<file path="config.mk">
export PLATFORM = sky130hd
export DESIGN_NAME = fft256_seq_ctrl_flat
export DESIGN_NICKNAME = d
export VERILOG_FILES = /design/src/rtl/fft256_pkg.sv /design/src/rtl/fft256_seq_ctrl_if.sv /design/src/rtl/fft256_bf_addr_gen.sv /design/src/rtl/fft256_seq_ctrl.sv /design/src/flat_wrapper.sv
export SDC_FILE = /design/constraint.sdc
export NUM_CORES = 1
export LEC_CHECK = 0
export BUFFER_PORTS_ARGS = -buffer_cell sky130_fd_sc_hd__buf_4
export CAP_MARGIN = 5
export CORE_ASPECT_RATIO = 1.1
export CORE_MARGIN = 2
export CORE_UTILIZATION = 35
export DETAILED_ROUTE_END_ITERATION = 10
export HOLD_SLACK_MARGIN = 0.08
export PLACE_DENSITY_LB_ADDON = 0.08
export SLEW_MARGIN = 10
export SYNTH_ARGS = -nofsm -noshare
export SYNTH_HDL_FRONTEND = slang
export SYNTH_SLANG_ARGS = --single-unit
</file>
<file path="constraint.sdc">
create_clock -name clk -period 7.2 [get_ports clk]
set_clock_uncertainty 0.1 [all_clocks]
set_input_delay 0.72 -clock clk [delete_from_list [all_inputs] [get_ports clk]]
set_output_delay 0.72 -clock clk [all_outputs]
set_load 0.02 [all_outputs]
</file>
<file path="src/rtl/fft256_pkg.sv">
// Shared types and constants for the 256-point radix-2 DIF FFT sequencer.
// Contains the address/twiddle widths, the FSM state type and the output bit-reversal helper.
package fft256_pkg;

    localparam int N     = 256;
    localparam int LOG2N = 8;
    localparam int HALF  = 128;

    typedef logic [7:0] addr_t;
    typedef logic [6:0] tw_t;

    typedef enum logic [2:0] {
        IDLE,
        LOAD,
        CALC,
        DRAIN,
        OUT,
        TAIL
    } state_t;

    function automatic addr_t bitrev8(input addr_t k);
        addr_t r;
        r = '0;
        for (int i = 0; i < LOG2N; i++) begin
            r[i] = k[LOG2N-1-i];
        end
        return r;
    endfunction

endpackage

</file>
<file path="src/rtl/fft256_seq_ctrl_if.sv">
// Bundle of sample-load, butterfly and output-stream control lines of the FFT sequencer.
// The master modport is the sequencer; the slave modport is the RAM/datapath side.
interface fft256_seq_ctrl_if;
    import fft256_pkg::*;

    logic  in_valid;
    logic  ld_wr_en;
    addr_t ld_addr;
    logic  bf_rd_en;
    addr_t bf_addr_a;
    addr_t bf_addr_b;
    tw_t   tw_idx;
    logic [2:0] bf_stage;
    logic  bf_wr_en;
    addr_t bf_wr_a;
    addr_t bf_wr_b;
    logic  out_rd_en;
    addr_t out_addr;
    logic  out_valid;
    logic  busy;
    logic  in_drop;

    modport master (
        input  in_valid,
        output ld_wr_en, ld_addr,
        output bf_rd_en, bf_addr_a, bf_addr_b, tw_idx, bf_stage,
        output bf_wr_en, bf_wr_a, bf_wr_b,
        output out_rd_en, out_addr, out_valid,
        output busy, in_drop
    );

    modport slave (
        output in_valid,
        input  ld_wr_en, ld_addr,
        input  bf_rd_en, bf_addr_a, bf_addr_b, tw_idx, bf_stage,
        input  bf_wr_en, bf_wr_a, bf_wr_b,
        input  out_rd_en, out_addr, out_valid,
        input  busy, in_drop
    );

endinterface

</file>
<file path="src/rtl/fft256_bf_addr_gen.sv">
// Combinational butterfly address generator: (stage, butterfly) -> upper/lower leg and twiddle.
// In stage s the legs are span = 128>>s apart and groups repeat every 2*span addresses.
module fft256_bf_addr_gen
    import fft256_pkg::*;
(
    input  logic [2:0] stage,
    input  logic [6:0] bfly,
    output addr_t      addr_a,
    output addr_t      addr_b,
    output tw_t        tw_idx
);

    addr_t span;
    addr_t pos;
    addr_t grp;

    always_comb begin
        span   = addr_t'(HALF) >> stage;
        pos    = {1'b0, bfly} & (span - 8'd1);
        grp    = {1'b0, bfly} >> (3'd7 - stage);
        addr_a = (grp << (4'd8 - {1'b0, stage})) | pos;
        addr_b = addr_a + span;
        tw_idx = tw_t'(pos << stage);
    end

endmodule

</file>
<file path="src/rtl/fft256_seq_ctrl.sv">
// Address/enable sequencer for the in-place 256-point radix-2 DIF FFT: load, 8 butterfly
// stages with delayed write-back, then bit-reversed read-out. Holds no sample data.
module fft256_seq_ctrl
    import fft256_pkg::*;
#(
    parameter int BF_LAT = 2,
    parameter int RD_LAT = 1
) (
    input  logic clk,
    input  logic rst,
    fft256_seq_ctrl_if.master bus
);

    localparam addr_t      LD_LAST  = addr_t'(N - 1);
    localparam logic [6:0] BF_LAST  = 7'(HALF - 1);
    localparam logic [2:0] BF_DRAIN = 3'(BF_LAT - 1);
    localparam logic [2:0] RD_DRAIN = 3'(RD_LAT - 1);

    state_t     state;
    addr_t      ld_cnt;
    logic [6:0] bf_cnt;
    logic [2:0] stage;
    logic [2:0] lat_cnt;
    addr_t      out_cnt;

    logic       ld_wr_en;
    addr_t      ld_addr;
    logic       bf_rd_en;
    addr_t      bf_addr_a;
    addr_t      bf_addr_b;
    tw_t        tw_idx;
    logic [2:0] bf_stage;
    logic       out_rd_en;
    addr_t      out_addr;
    logic       busy;
    logic       in_drop;

    addr_t gen_a;
    addr_t gen_b;
    tw_t   gen_tw;

    logic [BF_LAT-1:0] wr_en_dly;
    addr_t             wr_a_dly [BF_LAT];
    addr_t             wr_b_dly [BF_LAT];
    logic [RD_LAT-1:0] ov_dly;

    fft256_bf_addr_gen u_addr_gen (
        .stage  (stage),
        .bfly   (bf_cnt),
        .addr_a (gen_a),
        .addr_b (gen_b),
        .tw_idx (gen_tw)
    );

    // Main sequencer; every output is registered alongside the state it belongs to.
    always_ff @(posedge clk) begin
        if (rst) begin
            state     <= IDLE;
            ld_cnt    <= '0;
            bf_cnt    <= '0;
            stage     <= '0;
            lat_cnt   <= '0;
            out_cnt   <= '0;
            ld_wr_en  <= 1'b0;
            ld_addr   <= '0;
            bf_rd_en  <= 1'b0;
            bf_addr_a <= '0;
            bf_addr_b <= '0;
            tw_idx    <= '0;
            bf_stage  <= '0;
            out_rd_en <= 1'b0;
            out_addr  <= '0;
            busy      <= 1'b0;
            in_drop   <= 1'b0;
        end else begin
            ld_wr_en  <= 1'b0;
            bf_rd_en  <= 1'b0;
            out_rd_en <= 1'b0;
            in_drop   <= bus.in_valid && (state != IDLE) && (state != LOAD);

            unique case (state)
                IDLE: begin
                    if (bus.in_valid) begin
                        ld_wr_en <= 1'b1;
                        ld_addr  <= '0;
                        ld_cnt   <= 8'd1;
                        state    <= LOAD;
                    end
                end
                LOAD: begin
                    if (bus.in_valid) begin
                        ld_wr_en <= 1'b1;
                        ld_addr  <= ld_cnt;
                        ld_cnt   <= ld_cnt + 8'd1;
                        if (ld_cnt == LD_LAST) begin
                            state  <= CALC;
                            stage  <= '0;
                            bf_cnt <= '0;
                            busy   <= 1'b1;
                        end
                    end
                end
                CALC: begin
                    bf_rd_en  <= 1'b1;
                    bf_addr_a <= gen_a;
                    bf_addr_b <= gen_b;
                    tw_idx    <= gen_tw;
                    bf_stage  <= stage;
                    bf_cnt    <= bf_cnt + 7'd1;
                    if (bf_cnt == BF_LAST) begin
                        state   <= DRAIN;
                        lat_cnt <= '0;
                    end
                end
                // Hold off the next stage until the last write-back of this one has landed.
                DRAIN: begin
                    if (lat_cnt == BF_DRAIN) begin
                        if (stage == 3'd7) begin
                            state   <= OUT;
                            out_cnt <= '0;
                        end else begin
                            state  <= CALC;
                            stage  <= stage + 3'd1;
                            bf_cnt <= '0;
                        end
                    end else begin
                        lat_cnt <= lat_cnt + 3'd1;
                    end
                end
                OUT: begin
                    out_rd_en <= 1'b1;
                    out_addr  <= bitrev8(out_cnt);
                    out_cnt   <= out_cnt + 8'd1;
                    if (out_cnt == LD_LAST) begin
                        state   <= TAIL;
                        lat_cnt <= '0;
                    end
                end
                TAIL: begin
                    if (lat_cnt == RD_DRAIN) begin
                        state <= IDLE;
                        busy  <= 1'b0;
                    end else begin
                        lat_cnt <= lat_cnt + 3'd1;
                    end
                end
                default: state <= IDLE;
            endcase
        end
    end

    // Write-back and output-valid lines are plain shift registers of the read strobes.
    always_ff @(posedge clk) begin
        if (rst) begin
            wr_en_dly <= '0;
            ov_dly    <= '0;
            for (int i = 0; i < BF_LAT; i++) begin
                wr_a_dly[i] <= '0;
                wr_b_dly[i] <= '0;
            end
        end else begin
            wr_en_dly[0] <= bf_rd_en;
            wr_a_dly[0]  <= bf_addr_a;
            wr_b_dly[0]  <= bf_addr_b;
            for (int i = 1; i < BF_LAT; i++) begin
                wr_en_dly[i] <= wr_en_dly[i-1];
                wr_a_dly[i]  <= wr_a_dly[i-1];
                wr_b_dly[i]  <= wr_b_dly[i-1];
            end
            ov_dly[0] <= out_rd_en;
            for (int i = 1; i < RD_LAT; i++) begin
                ov_dly[i] <= ov_dly[i-1];
            end
        end
    end

    assign bus.ld_wr_en  = ld_wr_en;
    assign bus.ld_addr   = ld_addr;
    assign bus.bf_rd_en  = bf_rd_en;
    assign bus.bf_addr_a = bf_addr_a;
    assign bus.bf_addr_b = bf_addr_b;
    assign bus.tw_idx    = tw_idx;
    assign bus.bf_stage  = bf_stage;
    assign bus.bf_wr_en  = wr_en_dly[BF_LAT-1];
    assign bus.bf_wr_a   = wr_a_dly[BF_LAT-1];
    assign bus.bf_wr_b   = wr_b_dly[BF_LAT-1];
    assign bus.out_rd_en = out_rd_en;
    assign bus.out_addr  = out_addr;
    assign bus.out_valid = ov_dly[RD_LAT-1];
    assign bus.busy      = busy;
    assign bus.in_drop   = in_drop;

endmodule

</file>
<file path="src/flat_wrapper.sv">
// flat-port wrapper written by rule: the top's interface ports become plain ports
module fft256_seq_ctrl_flat import fft256_pkg::*;
#(
    parameter int BF_LAT = 2,
    parameter int RD_LAT = 1
)
  (clk, rst, bus_in_valid, bus_ld_wr_en, bus_ld_addr, bus_bf_rd_en, bus_bf_addr_a, bus_bf_addr_b, bus_tw_idx, bus_bf_stage, bus_bf_wr_en, bus_bf_wr_a, bus_bf_wr_b, bus_out_rd_en, bus_out_addr, bus_out_valid, bus_busy, bus_in_drop);
  fft256_seq_ctrl_if bus_i ();
  input  logic clk;
  input  logic rst;
  input wire logic [$bits(bus_i.in_valid)-1:0] bus_in_valid;
  output wire logic [$bits(bus_i.ld_wr_en)-1:0] bus_ld_wr_en;
  output wire logic [$bits(bus_i.ld_addr)-1:0] bus_ld_addr;
  output wire logic [$bits(bus_i.bf_rd_en)-1:0] bus_bf_rd_en;
  output wire logic [$bits(bus_i.bf_addr_a)-1:0] bus_bf_addr_a;
  output wire logic [$bits(bus_i.bf_addr_b)-1:0] bus_bf_addr_b;
  output wire logic [$bits(bus_i.tw_idx)-1:0] bus_tw_idx;
  output wire logic [$bits(bus_i.bf_stage)-1:0] bus_bf_stage;
  output wire logic [$bits(bus_i.bf_wr_en)-1:0] bus_bf_wr_en;
  output wire logic [$bits(bus_i.bf_wr_a)-1:0] bus_bf_wr_a;
  output wire logic [$bits(bus_i.bf_wr_b)-1:0] bus_bf_wr_b;
  output wire logic [$bits(bus_i.out_rd_en)-1:0] bus_out_rd_en;
  output wire logic [$bits(bus_i.out_addr)-1:0] bus_out_addr;
  output wire logic [$bits(bus_i.out_valid)-1:0] bus_out_valid;
  output wire logic [$bits(bus_i.busy)-1:0] bus_busy;
  output wire logic [$bits(bus_i.in_drop)-1:0] bus_in_drop;
  assign bus_i.in_valid = bus_in_valid;
  assign bus_ld_wr_en = bus_i.ld_wr_en;
  assign bus_ld_addr = bus_i.ld_addr;
  assign bus_bf_rd_en = bus_i.bf_rd_en;
  assign bus_bf_addr_a = bus_i.bf_addr_a;
  assign bus_bf_addr_b = bus_i.bf_addr_b;
  assign bus_tw_idx = bus_i.tw_idx;
  assign bus_bf_stage = bus_i.bf_stage;
  assign bus_bf_wr_en = bus_i.bf_wr_en;
  assign bus_bf_wr_a = bus_i.bf_wr_a;
  assign bus_bf_wr_b = bus_i.bf_wr_b;
  assign bus_out_rd_en = bus_i.out_rd_en;
  assign bus_out_addr = bus_i.out_addr;
  assign bus_out_valid = bus_i.out_valid;
  assign bus_busy = bus_i.busy;
  assign bus_in_drop = bus_i.in_drop;
  fft256_seq_ctrl #(.BF_LAT(BF_LAT), .RD_LAT(RD_LAT)) u_core (.clk(clk), .rst(rst), .bus(bus_i));
endmodule
</file>
== After elaboration in Yosys (flattened, before gate mapping) ==
Memory sizes are Yosys's and may differ from the RTL's.
Cells that the tools add are included.
Word-level totals
  logic and storage cells: 130
  flip-flop bits (word level): 82
  memories: 2
  memory bits (writable): 32
Cells by class
  bitwise gates (word level): 7
  $add $sub $neg: 9
  shift operators: 4
  reductions and logical operators: 20
  equal/unequal tests: 22
  muxes and demuxes: 47
Memory list
  u_core.wr_a_dly: depth 2, width 8, read ports 2, clocked after memory_dff 0, write ports 2, line fft256_seq_ctrl.sv:43  | addr_t wr_a_dly [BF_LAT];
  u_core.wr_b_dly: depth 2, width 8, read ports 2, clocked after memory_dff 0, write ports 2, line fft256_seq_ctrl.sv:44  | addr_t wr_b_dly [BF_LAT];
Operator list (count)
  two-way mux 8 bit: 10
  two-way mux 3 bit: 16
  case mux 8 bit (2 select lines): 3
  two-way mux 7 bit: 4
  case mux 7 bit (3 select lines): 1
  case mux 3 bit (6 select lines): 1
  adder 8 x 1 -> 8 bit, second input constant: 2
  equality test 8 bit, second input constant: 2
  AND reduction 5 bit: 3
  != test 2 x 1 -> 1 bit, second input constant: 6
  case mux 3 bit (4 select lines): 1
  != test 2 bit, second input constant: 5
  equality test 3 bit, second input constant: 3
  two-way mux 1 bit: 9
  adder 8 bit: 1
  AND 7 x 8 -> 8 bit: 1
  OR 8 bit: 1
  nonzero test 2 bit: 4
  left shift 8 x 3 -> 7 bit: 1
  left shift 8 x 4 -> 8 bit: 1
  >> shifter 7 x 3 -> 8 bit: 1
  >> shifter 8 x 3 -> 8 bit, first input constant: 1
  subtractor 8 x 1 -> 8 bit, second input constant: 1
  adder 7 x 1 -> 7 bit, second input constant: 1
  other kinds (19): 30

== Longest topological paths before layout ==
Gate-level depths: netlist of run 1.
  depth after elaboration: 5
  gate-level depth with buffers: 16
  depth with buffers taken out: 15

== Cells and area by module ==
A second synthesis of run 1 with hierarchy kept.
Unflattened totals
  cells, all modules: 615
  area, all modules: 5335.1 um2
By module, submodules not included
  fft256_seq_ctrl: cells each 453, instances 1, area an instance 4262.8 um2
  fft256_bf_addr_gen: cells each 162, instances 1, area an instance 1072.3 um2

== Worst setup path after synthesis of run 1 ==
No wires, ideal clock.
  path kind: reg2reg
  from: register u_core.stage[0]
  to: register u_core.bf_addr_b[7], in the netlist u_core.bus.bf_addr_b[7]
  arrival time: 3.887 ns
  buffers on the path: 2
  setup slack: 3.125 ns
  data required time: 7.012 ns
  stages on the path, launching flop included: 15
  path through: dfxtp_1 > buf_2 > clkinv_1 > ha_1 > ha_1 > clkbuf_1 > or2_2 > o31ai_1 > ha_1 > a21oi_1 > o21ai_0 > a2111oi_0 > o21bai_1 > a211o_1 > a311oi_2
Between the ends
  cells in the longest elaborated chain, start to end: 5
  elaborated cells between the ends (all ways): 9
  those cells by class: add/sub (4); shift (3); bitwise (2)
Ends and longest elaborated chain
  start, declared: line fft256_seq_ctrl.sv:22  | logic [2:0] stage;
  start signal, assigned: line fft256_seq_ctrl.sv:123  | stage <= stage + 3'd1;
  subtractor 3 bit or >> shifter 8 x 3 -> 8 bit (tied branches): line fft256_bf_addr_gen.sv:20, fft256_bf_addr_gen.sv:18
  >> shifter 7 x 3 -> 8 bit or subtractor 8 x 1 -> 8 bit (tied branches): line fft256_bf_addr_gen.sv:20, fft256_bf_addr_gen.sv:19
  left shift 8 x 4 -> 8 bit or AND 7 x 8 -> 8 bit (tied branches): line fft256_bf_addr_gen.sv:21, fft256_bf_addr_gen.sv:19
  OR 8 bit *: line fft256_bf_addr_gen.sv:21  | addr_a = (grp << (4'd8 - {1'b0, stage})) | pos;
  via u_core.gen_a[1]: line fft256_seq_ctrl.sv:38  | addr_t gen_a;
  adder 8 bit *: line fft256_bf_addr_gen.sv:22  | addr_b = addr_a + span;
  end signal, assigned: line fft256_seq_ctrl.sv:106  | bf_addr_b <= gen_b;
  end, declared: line fft256_seq_ctrl.sv:30  | addr_t bf_addr_b;
The timed path passes the listed nets; every way through them passes the cells marked *.
A chain may end at the register's enable or synchronous reset.

== Worst setup path after layout of run 1 ==
  from: register u_core.stage[1]
  to: register u_core.bf_addr_b[7], in the netlist u_core.bus.bf_addr_b[7]
The elaborated chain is that of the path after synthesis.

==> impl_metrics.tcl, run 1 <==
set metrics [dict create \
    r2r_setup_slack_ps 2070 \
    placed_cells 855 \
    p_sw_uw 340 \
    place_area_sq_um 6080 \
    hold_depth 1 \
    root_buffer "clkbuf_16" \
    drv_cap 0 \
    multi_input_area_sq_um 2950 \
    fmax_mhz 195 \
    sw_frac_of_total_pct 22.3 \
    async_flop_share_pct 0 \
    cp_num_buf_inv 1 \
    p_clk_share_pct 56.8 \
    drt_pass1_iterations 4 \
    ctsResizeCount 0 \
    cp-start-kind "flip-flop" \
    cts_tree "done" \
    syn_area_per_cell_sq_um 8.72 \
    core_sq_um 15600 \
    synth.cell_area_sq_um 5570 \
    diodes 0 \
    maxSlewHeadroom_pct 47.6 \
    internal_power_mw 1.19 \
    synth_edf_count 0 \
    clk_latency_ps 420 \
    antenna_found_initial 0 \
    grt_max_degree 74 \
    via_count 4608 \
    ctsHoldBuffers 0 \
    r2r-start "u_core.stage[1]$_SDFFE_PP0P_" \
    status "completed" \
    htree_levels 4 \
    fin_crit_sh_pct 71.3 \
    drive_gt1_share_pct 17.8 \
    r2r_cells 12 \
    cp.arrival_ps 5360 \
    yosysUniqueCellTypes 66 \
    fin_worst_hold_slack_ps 332 \
    hpwlAfterDp_um 9760 \
    grt.overflow.total 0 \
    crit_family "compound AO/OA/AOI/OAI gates" \
    grt_pass1_vias 4443 \
    tns_ps 0 \
    fin_ws_ps 2070 \
    drc 0 \
    vias_per_cell 5.20 \
    wl_per_cell_um 15.9 \
    tightest_slew_ps 785 \
    initial_utilization_pct 35.7 \
    crit_path_cell_trace "clkinv_1 > ha_1 > ha_1 > or2_2 > o31ai_1 > ha_1 > a21oi_1 > o21ai_0 > a2111oi_0 > o21bai_1 > a211o_1 > a311oi_2" \
    path_class "flip-flop to flip-flop" \
    end_kind "flip-flop" \
    cts_inserted_buffers 17 \
    power_density_nw_per_um2 228 \
    die_x_um 124 \
    muxShareOfSynthArea_pct 5.07 \
    worst_path_most_repeated_cell "ha_1" \
    crit_fanout 23 \
    pin_count 68 \
    p_seq_share_pct 41.6 \
    synthesis.nets 665 \
    rsz0062_at_grt "no" \
    yosys_warnings 0 \
    p_leak_nw 2.67 \
    peakVddDrop_mv 0.141 \
    postLayoutCellArea_sq_um 6680 \
    syn_inst 639 \
    synth-simple-area-share_pct 21.6 \
    nets 700 \
    finalNonFillerCells 887 \
    first_iter_violations 221 \
    synth_xor_area_share_pct 3.14 \
    cts.sinks 114 \
    clk_pin_slew_ps 60 \
    grt_pass1_wl_um 23100 \
    setup_viol_count_final 0 \
    clk_path_buf_depth 2 \
    hold_start "u_core.wr_b_dly[0][3]$_SDFF_PP0_" \
    comb_power_share_pct 1.6 \
    hold_class "flip-flop to flip-flop" \
    r2r_end "u_core.bus.bf_addr_b[7]$_SDFFE_PP0P_" \
    grtUsageTotal_pct 17.2 \
    fp.dieArea_sq_um 16900 \
    hold_end "u_core.wr_b_dly[0][11]$_SDFF_PP0_" \
    fillers 1581 \
    synth_fa_ha_area_share_pct 5.30 \
    dp_worst_setup_slack_ps 2200 \
    post_cts_buffers 0 \
    ys.flop_type "dfxtp_1" \
    hold_viol 0 \
    synth_compound_area_share_pct 17.7 \
    critical-path-max-stage-delay_ps 830 \
    gp_congestion 0.869 \
    fin_crit_ps 5130 \
    die_h_um 136 \
    required_ps 7430 \
    wirelength_um 14100 \
    seq_area_sq_um 2280 \
    slew_viol_final 0 \
    synth_top_family_by_area "simple AND/OR/NAND/NOR gates" \
    synth_seq_area_share_pct 41.0 \
    area.growth.synth_to_final_pct 19.9 \
    detail-route-antenna-nets 0 \
    ys_seq_elements 114 \
    io_buffers 67 \
    cpMaxStageDelayCell "dfxtp_1" \
    row_count 48 \
]
per-stage QoR:
step / utilization, % / power (mW)
floorplan: - / 0.667
global placement: 38.9 / 0.674
detailed placement: 38.9 / 0.674
CTS: 42.8 / 1.54
global route: 42.8 / 1.58
finish: 42.8 / 1.53
metal layers:
metal	track usage (%)	part of all wire, %	wire length, um
met5	0	0	0
met4	6.18	1.7	242
met3	4.17	4.5	636
met2	27.8	46	6530
met1	22.4	48	6720
layout make-up:
type / instances / share of cell area (%)
Clock buffer: 18 / 6.42
Clock inverter: 14 / 2.64
Inverter: 16 / 0.899
Multi-Input combinational cell: 453 / 44.1
Sequential cell: 114 / 34.1
Tap cell: 200 / 3.74
Timing Repair Buffer: 72 / 8.09
synth_stat cells (all sizes together), types with 4 or more instances:
cell    number  share of area [%]
o22ai        4               0.45
o22a         4               0.63
inv         11               0.74
buf         27                3.2
o21bai       4               0.54
nand2       60                4.0
nand2b       8               0.90
o21ai       22                2.0
nor3        11               0.99
a31oi        5               0.56
nand3       12                1.1
a21o         7               0.94
mux2         5                1.1
or3          4               0.45
o21a         7               0.94
ha          22                4.9
clkbuf      29                2.0
xnor2        9                1.4
nor2b       44                4.9
mux2i       11                2.0
or2          4               0.45
a22oi       10                1.3
dfxtp      114                 41
clkinv       5               0.34
and2        10                1.1
xor2        11                1.7
a21oi       38                3.4
a311oi       6                1.1
nor3b        5               0.67
mux4         5                2.0
nor2        71                4.8
nand4        4               0.45
a211oi       5               0.67
cell families (layout without fill, tap and decap cells):
logic type,count (synthesis),after routing
AO/OA/AOI/OAI,144,144
XOR/XNOR,20,20
adder cells (fa/ha/maj),23,23
buffers and inverters,72,120
flip-flops,114,114
multiplexers,21,21
AND/OR/NAND/NOR,245,245
registers in the layout (all words and copies together) (netlist names), 7 cells and up:
register              flops
u_core.wr_a_dly          16
u_core.ld_cnt             8
u_core.wr_b_dly          16
u_core.bus.bf_addr_a      8
u_core.bus.bf_addr_b      8
u_core.bf_cnt             7
u_core.out_cnt            8
u_core.bus.ld_addr        8
u_core.bus.out_addr       8
u_core.bus.tw_idx         7
power by group through the flow:
stage               sequential, mW  clock, mW  combinational, mW
finish                       0.635      0.867             0.0246
floorplan                    0.648          0             0.0188
CTS                          0.635      0.884             0.0250
global placement             0.649          0             0.0250
global route                 0.635      0.913             0.0276
detailed placement           0.649          0             0.0250
worst max-delay path by stage:
stage / start / endpoint / cells past startpoint
after floorplan: u_core.stage[0]$_SDFFE_PP0P_ / u_core.bus.bf_addr_b[7]$_SDFFE_PP0P_ / 14
after global placement: u_core.stage[1]$_SDFFE_PP0P_ / u_core.bus.bf_addr_b[7]$_SDFFE_PP0P_ / 12
after detailed placement: u_core.stage[1]$_SDFFE_PP0P_ / u_core.bus.bf_addr_b[7]$_SDFFE_PP0P_ / 12
after CTS: u_core.stage[1]$_SDFFE_PP0P_ / u_core.bus.bf_addr_b[7]$_SDFFE_PP0P_ / 12
after global routing: u_core.stage[1]$_SDFFE_PP0P_ / u_core.bus.bf_addr_b[7]$_SDFFE_PP0P_ / 12
final: u_core.stage[1]$_SDFFE_PP0P_ / u_core.bus.bf_addr_b[7]$_SDFFE_PP0P_ / 12
cell usage in the layout, fill, tap and decap left out, types with 12 or more instances in the layout:
cell	count
a21oi_1	38
ha_1	22
buf_4	72
clkbuf_16	17
o21ai_0	22
nand2_1	60
nand3_1	12
nor2_1	70
nor2b_1	44
dfxtp_1	114
worst register-to-register path, stage by stage, from the launching register on:
cell	delay (ps)
dfxtp_1	830
clkinv_1	510
ha_1	360
ha_1	410
or2_2	350
o31ai_1	610
ha_1	360
a21oi_1	180
o21ai_0	130
a2111oi_0	480
o21bai_1	170
a211o_1	290
a311oi_2	250
Power figures use the tool's default switching activity.
==> inputs of run 2 (changes only) <==
Clock period 7.2 ns to 4.3 ns, I/O delays scaled along.
==> run 2 against run 1 <==
Net effect:
- final cell count rose by 1.8%
- sequential power rose by 67%
- global-route usage fell by 0.26 points
- power rose by 71%
- routed wire length fell by 0.49%
- critical path depth did not move
- worst setup slack got worse by 1700 ps
- die area did not move
- first-iteration DRC count rose by 2.7%
- hold slack got worse by 93 ps
- maximum frequency rose by 30%
- non-clock buffer count rose by 16
- critical path type unchanged
- critical endpoint unchanged
- largest cell class unchanged
==> impl_metrics.tcl, run 2 (synthesized netlist as in run 1, its figures left out) <==
set metrics [dict create \
    diodes 0 \
    first_iter_violations 227 \
    clk_pin_slew_ps 60 \
    placed_cells 871 \
    clk_latency_ps 410 \
    vias_per_cell 5.16 \
    wl_per_cell_um 15.6 \
    rsz0062_at_grt "no" \
    hold_start "bus_in_valid" \
    nets 716 \
    fin_ws_ps 347 \
    r2r_setup_slack_ps 350 \
    cts_inserted_buffers 17 \
    startpoint "u_core.stage[0]$_SDFFE_PP0P_" \
    die_h_um 136 \
    setup_viol_count_final 0 \
    io_buffers 67 \
    cts_tree "done" \
    status "completed" \
    die_x_um 124 \
    drc 0 \
    wirelength_um 14100 \
    initial_utilization_pct 35.7 \
    path_class "flip-flop to flip-flop" \
    htree_levels 4 \
    cp.arrival_ps 4180 \
    grt_max_degree 59 \
    r2r_cells 12 \
    finalNonFillerCells 903 \
    antenna_found_initial 0 \
    clk_path_buf_depth 2 \
    end_kind "flip-flop" \
    drive_gt1_share_pct 19.3 \
    final_common_cell "dfxtp_1" \
    grt_pass1_vias 4282 \
    dp_worst_setup_slack_ps 371 \
    required_ps 4530 \
    post_cts_buffers 0 \
    p_leak_nw 2.77 \
    most-common-layout-cells "114 x dfxtp_1, 88 x buf_4, 70 x nor2_1" \
    fin_crit_sh_pct 91.9 \
    r2r_end "u_core.bus.bf_addr_b[7]$_SDFFE_PP0P_" \
    root_buffer "clkbuf_16" \
    pin_count 68 \
    reg_top3 "u_core.wr_a_dly (16), u_core.wr_b_dly (16)" \
    cts.sinks 114 \
    critPathCapture "u_core.bus.bf_addr_b[7]$_SDFFE_PP0P_" \
    grtUsageTotal_pct 16.9 \
    fin_crit_ps 3950 \
    grt.overflow.total 0 \
    gp_congestion 0.857 \
    hold_viol 0 \
    r2r-start "u_core.stage[0]$_SDFFE_PP0P_" \
    hold_class "input pin to flip-flop" \
    peakVddDrop_mv 0.255 \
    slew_viol_final 0 \
    crit_fanout 17 \
    area.growth.synth_to_final_pct 22.5 \
    tightest_slew_ps 853 \
    row_count 48 \
    postLayoutCoreUtil_pct 43.7 \
    detail-route-antenna-nets 0 \
    ctsHoldBuffers 0 \
    drv_cap 0 \
    power_density_nw_per_um2 383 \
    via_count 4660 \
    hpwlAfterDp_um 9960 \
    cp-start-kind "flip-flop" \
    ctsResizeCount 0 \
    hold_depth 2 \
    fmax_mhz 253 \
    grt_pass1_wl_um 22800 \
    tns_ps 0 \
    core_sq_um 15600 \
    maxSlewHeadroom_pct 43.1 \
    drt_pass1_iterations 5 \
    fp.dieArea_sq_um 16900 \
]
==> run 2: cell types whose count changed in the layout (fill, tap and decap cells not counted), sizes merged <==
cell and delta:
clkbuf +3, bufinv +1, clkinvlp -3, buf +16, clkinv -1
==> run 2: through the flow <==
| stage | power (mW) | cell area, sq um | hold slack, ps |
|---|---|---|---|
| 3_3_place_gp | 1.13 | 6200 | 316 |
| 2_1_floorplan | 1.12 | 5570 | 314 |
| 4_1_cts | 2.65 | 6820 | 228 |
| 3_5_place_dp | 1.13 | 6200 | 320 |
| 5_1_grt | 2.70 | 6820 | 238 |
| 6_report | 2.62 | 6820 | 239 |
==> run 2: power breakdown <==
part	internal (mW)	leakage [nW]	switching [mW]
logic	0.0113	1.55	0.0292
clock network	0.991	0.299	0.520
registers	1.06	0.919	0.00439
total	2.06	2.77	0.553
==> run 2: layer usage <==
| layer | GRT usage (%) | vias to the layer above | wire (um) | share of wire (%) |
|---|---|---|---|---|
| li1 | - | 2318 | - | - |
| met1 | 22.1 | 2204 | 6610 | 47 |
| met2 | 26.7 | 122 | 6580 | 47 |
| met3 | 4.29 | 16 | 621 | 4.4 |
| met4 | 6.93 | 0 | 239 | 1.7 |
| met5 | 0 | - | 0 | 0 |
==> run 2: final cells by class <==
type                       count  area (sq um)
timing repair buffer          88           661
sequential                   114          2280
multi-input combinational    453          2950
clock inverter                11           175
fill                        1550          8790
clock buffer                  21           450
tap                          200           250
inverter                      16          60.1
==> run 2: how the worst min path moves through the flow <==
stage	slack, ps	endpoint
final	240	u_core.bus.in_drop$_SDFF_PP0_
after detailed placement	320	u_core.wr_a_dly[0][14]$_SDFF_PP0_
after global placement	320	u_core.wr_b_dly[0][13]$_SDFF_PP0_
after floorplan	310	u_core.wr_a_dly[0][10]$_SDFF_PP0_
after global routing	240	u_core.bus.in_drop$_SDFF_PP0_
after CTS	230	u_core.bus.in_drop$_SDFF_PP0_
==> run 2: critical path: stages, from the launching register on <==
cell	delay (ps)
dfxtp_1	350
buf_4	250
mux2_1	370
mux4_2	480
o21ai_0	350
o31ai_1	180
ha_1	300
a21oi_1	80
o21ai_0	210
a2111oi_0	150
or3b_2	500
a211o_1	310
a311oi_2	240
==> inputs of run 3 (changes only) <==
Settings changed: BUFFER_PORTS_ARGS -buffer_cell sky130_fd_sc_hd__buf_4 to -buffer_cell sky130_fd_sc_hd__buf_2, GPL_TIMING_DRIVEN set to 0.
==> run 3 against run 2 <==
Net effect:
- critical path depth is 3 higher
- cell area is 0.26% lower
- worst setup slack worse by 130 ps
- sequential share of layout area is 0.10 points higher
- hold slack worse by 2.6 ps
- routed wire length is 10% higher
- combinational power is 23% higher
- sequential cell count stayed put
- clock power is 11% lower
- global-route usage is 1.4 points higher
- critical path type unchanged
- critical endpoint unchanged
- largest cell class unchanged
- largest power group unchanged
==> impl_metrics.tcl, run 3 (synthesized netlist as in run 1, its figures left out) <==
set metrics [dict create \
    postLayoutCoreUtil_pct 43.6 \
    fmax_mhz 245 \
    grt.overflow.total 0 \
    nets 751 \
    use_met2_pct 31.0 \
    die_x_um 124 \
    htree_levels 4 \
    first_iter_violations 291 \
    wirelength_um 15500 \
    gr-max-usage-layer "met2" \
    drive_gt1_share_pct 21.3 \
    grt_pass1_vias 4728 \
    grt_max_degree 17 \
    cts_tree "done" \
    grtUsageTotal_pct 18.3 \
    row_count 48 \
    die_h_um 136 \
    p_leak_nw 2.83 \
    fin_crit_ps 4080 \
    maxSlewHeadroom_pct 42.8 \
    gr-usage-met1_pct 23.3 \
    end_kind "flip-flop" \
    io_buffers 67 \
    grt_pass1_wl_um 24400 \
    power_density_nw_per_um2 361 \
    reg_top3 "u_core.wr_a_dly (16), u_core.wr_b_dly (16)" \
    crit_fanout 9 \
    hold_viol 0 \
    clk_latency_ps 410 \
    vias_per_cell 5.19 \
    via_count 4869 \
    cts.sinks 114 \
    peakVddDrop_mv 0.247 \
    tns_ps 0 \
    hold_class "input pin to flip-flop" \
    fin_crit_sh_pct 95.0 \
    detail-route-antenna-nets 0 \
    drc 0 \
    required_ps 4520 \
    use_met3_pct 3.38 \
    path_class "flip-flop to flip-flop" \
    fp.dieArea_sq_um 16900 \
    core_sq_um 15600 \
    antenna_found_initial 0 \
    initial_utilization_pct 35.7 \
    status "completed" \
    most-common-layout-cells "113 x dfxtp_1, 71 x buf_2, 71 x nor2_1" \
    pin_count 68 \
    diodes 0 \
    cp.arrival_ps 4300 \
    post_cts_buffers 0 \
    root_buffer "clkbuf_16" \
    fin_worst_hold_slack_ps 236 \
    drt_pass1_iterations 5 \
    setup_viol_count_final 0 \
    drv_cap 0 \
    gp_congestion 0.860 \
    cp-start-kind "flip-flop" \
    tightest_slew_ps 851 \
    wl_per_cell_um 16.5 \
    clk_pin_slew_ps 60 \
    area.growth.synth_to_final_pct 22.1 \
    final_common_cell "dfxtp_1" \
    clk_path_buf_depth 2 \
    slew_viol_final 0 \
    hpwlAfterDp_um 11300 \
    cts_inserted_buffers 17 \
]
## run 3: cell types whose count changed in the layout (fill, tap and decap cells not counted), moves of 2 or more
cell       previous run  this run
clkbuf_1              3        27
buf_1                 0         2
clkinv_2              1         5
bufinv_16             4         1
buf_4                88        17
ha_2                  0         4
buf_2                 0        71
o21ai_0              22        20
clkbuf_4              0         4
clkinv_1              5         1
ha_1                 22        18
o21ai_1               0         2
clkinv_4              0         4
## run 3: power breakdown
| part | internal [mW] | switching [mW] |
|---|---|---|
| Sequential | 1.06 | 0.00225 |
| Combinational | 0.0124 | 0.0373 |
| Clock | 0.815 | 0.529 |
## run 3: area by class of cell
class                           instances  area, sq um
Buffer                                 56          303
Inverter                               16         70.1
Multi-Input combinational cell        453         3000
Clock buffer                           18          439
Timing Repair Buffer                   67          335
Sequential cell                       114         2280
Clock inverter                         14          129
Tap cell                              200          250
Fill cell                            1599         8810
## run 3: final timing paths
| kind | startpoint | end | slack [ps] | depth (start not counted) |
|---|---|---|---|---|
| setup / recovery | u_core.stage[0]$_SDFFE_PP0P_ | u_core.bus.bf_addr_b[7]$_SDFFE_PP0P_ | 220 | 15 |
| setup reg to reg | u_core.stage[0]$_SDFFE_PP0P_ | u_core.bus.bf_addr_b[7]$_SDFFE_PP0P_ | 220 | 15 |
| hold / removal | bus_in_valid | u_core.bus.in_drop$_SDFF_PP0_ | 240 | 2 |
| hold reg to reg | u_core.wr_b_dly[0][7]$_SDFF_PP0_ | u_core.wr_b_dly[0][15]$_SDFF_PP0_ | 330 | 1 |
## run 3: what timing repair did
item,CTS,global route
endpoints found under the hold margin,0,0
resized for setup,14,14
pin swaps,0,1
hold buffers,0,0
endpoints found under the setup margin,1,1
## run 3: routing by layer
layer  vias up  share of wire (%)
met3        25                4.0
met1      2303                 46
met2       140                 48
li1       2401                  -
met5         -                  0
met4         0                1.8
## run 3: worst max-delay path, cell delays in order, from the launching register on
cell	delay [ps]
dfxtp_1	360
clkbuf_4	240
clkinv_4	130
ha_1	270
ha_1	290
nand2b_1	190
o21a_1	180
o21a_1	180
a221o_1	310
ha_1	340
inv_1	60
nor2_1	170
a2111oi_2	100
or3b_2	500
a211o_1	320
a311oi_2	260
## run 3: through the flow
stage               instances  worst slack [ps]  power [mW]  cell area [sq um]
floorplan                 639               225        1.12               5570
global placement          906              -504        1.13               6160
detailed placement        906              -542        1.13               6160
CTS                       938              18.4        2.48               6780
global route              938             -33.8        2.54               6810
finish                    938               216        2.46               6810
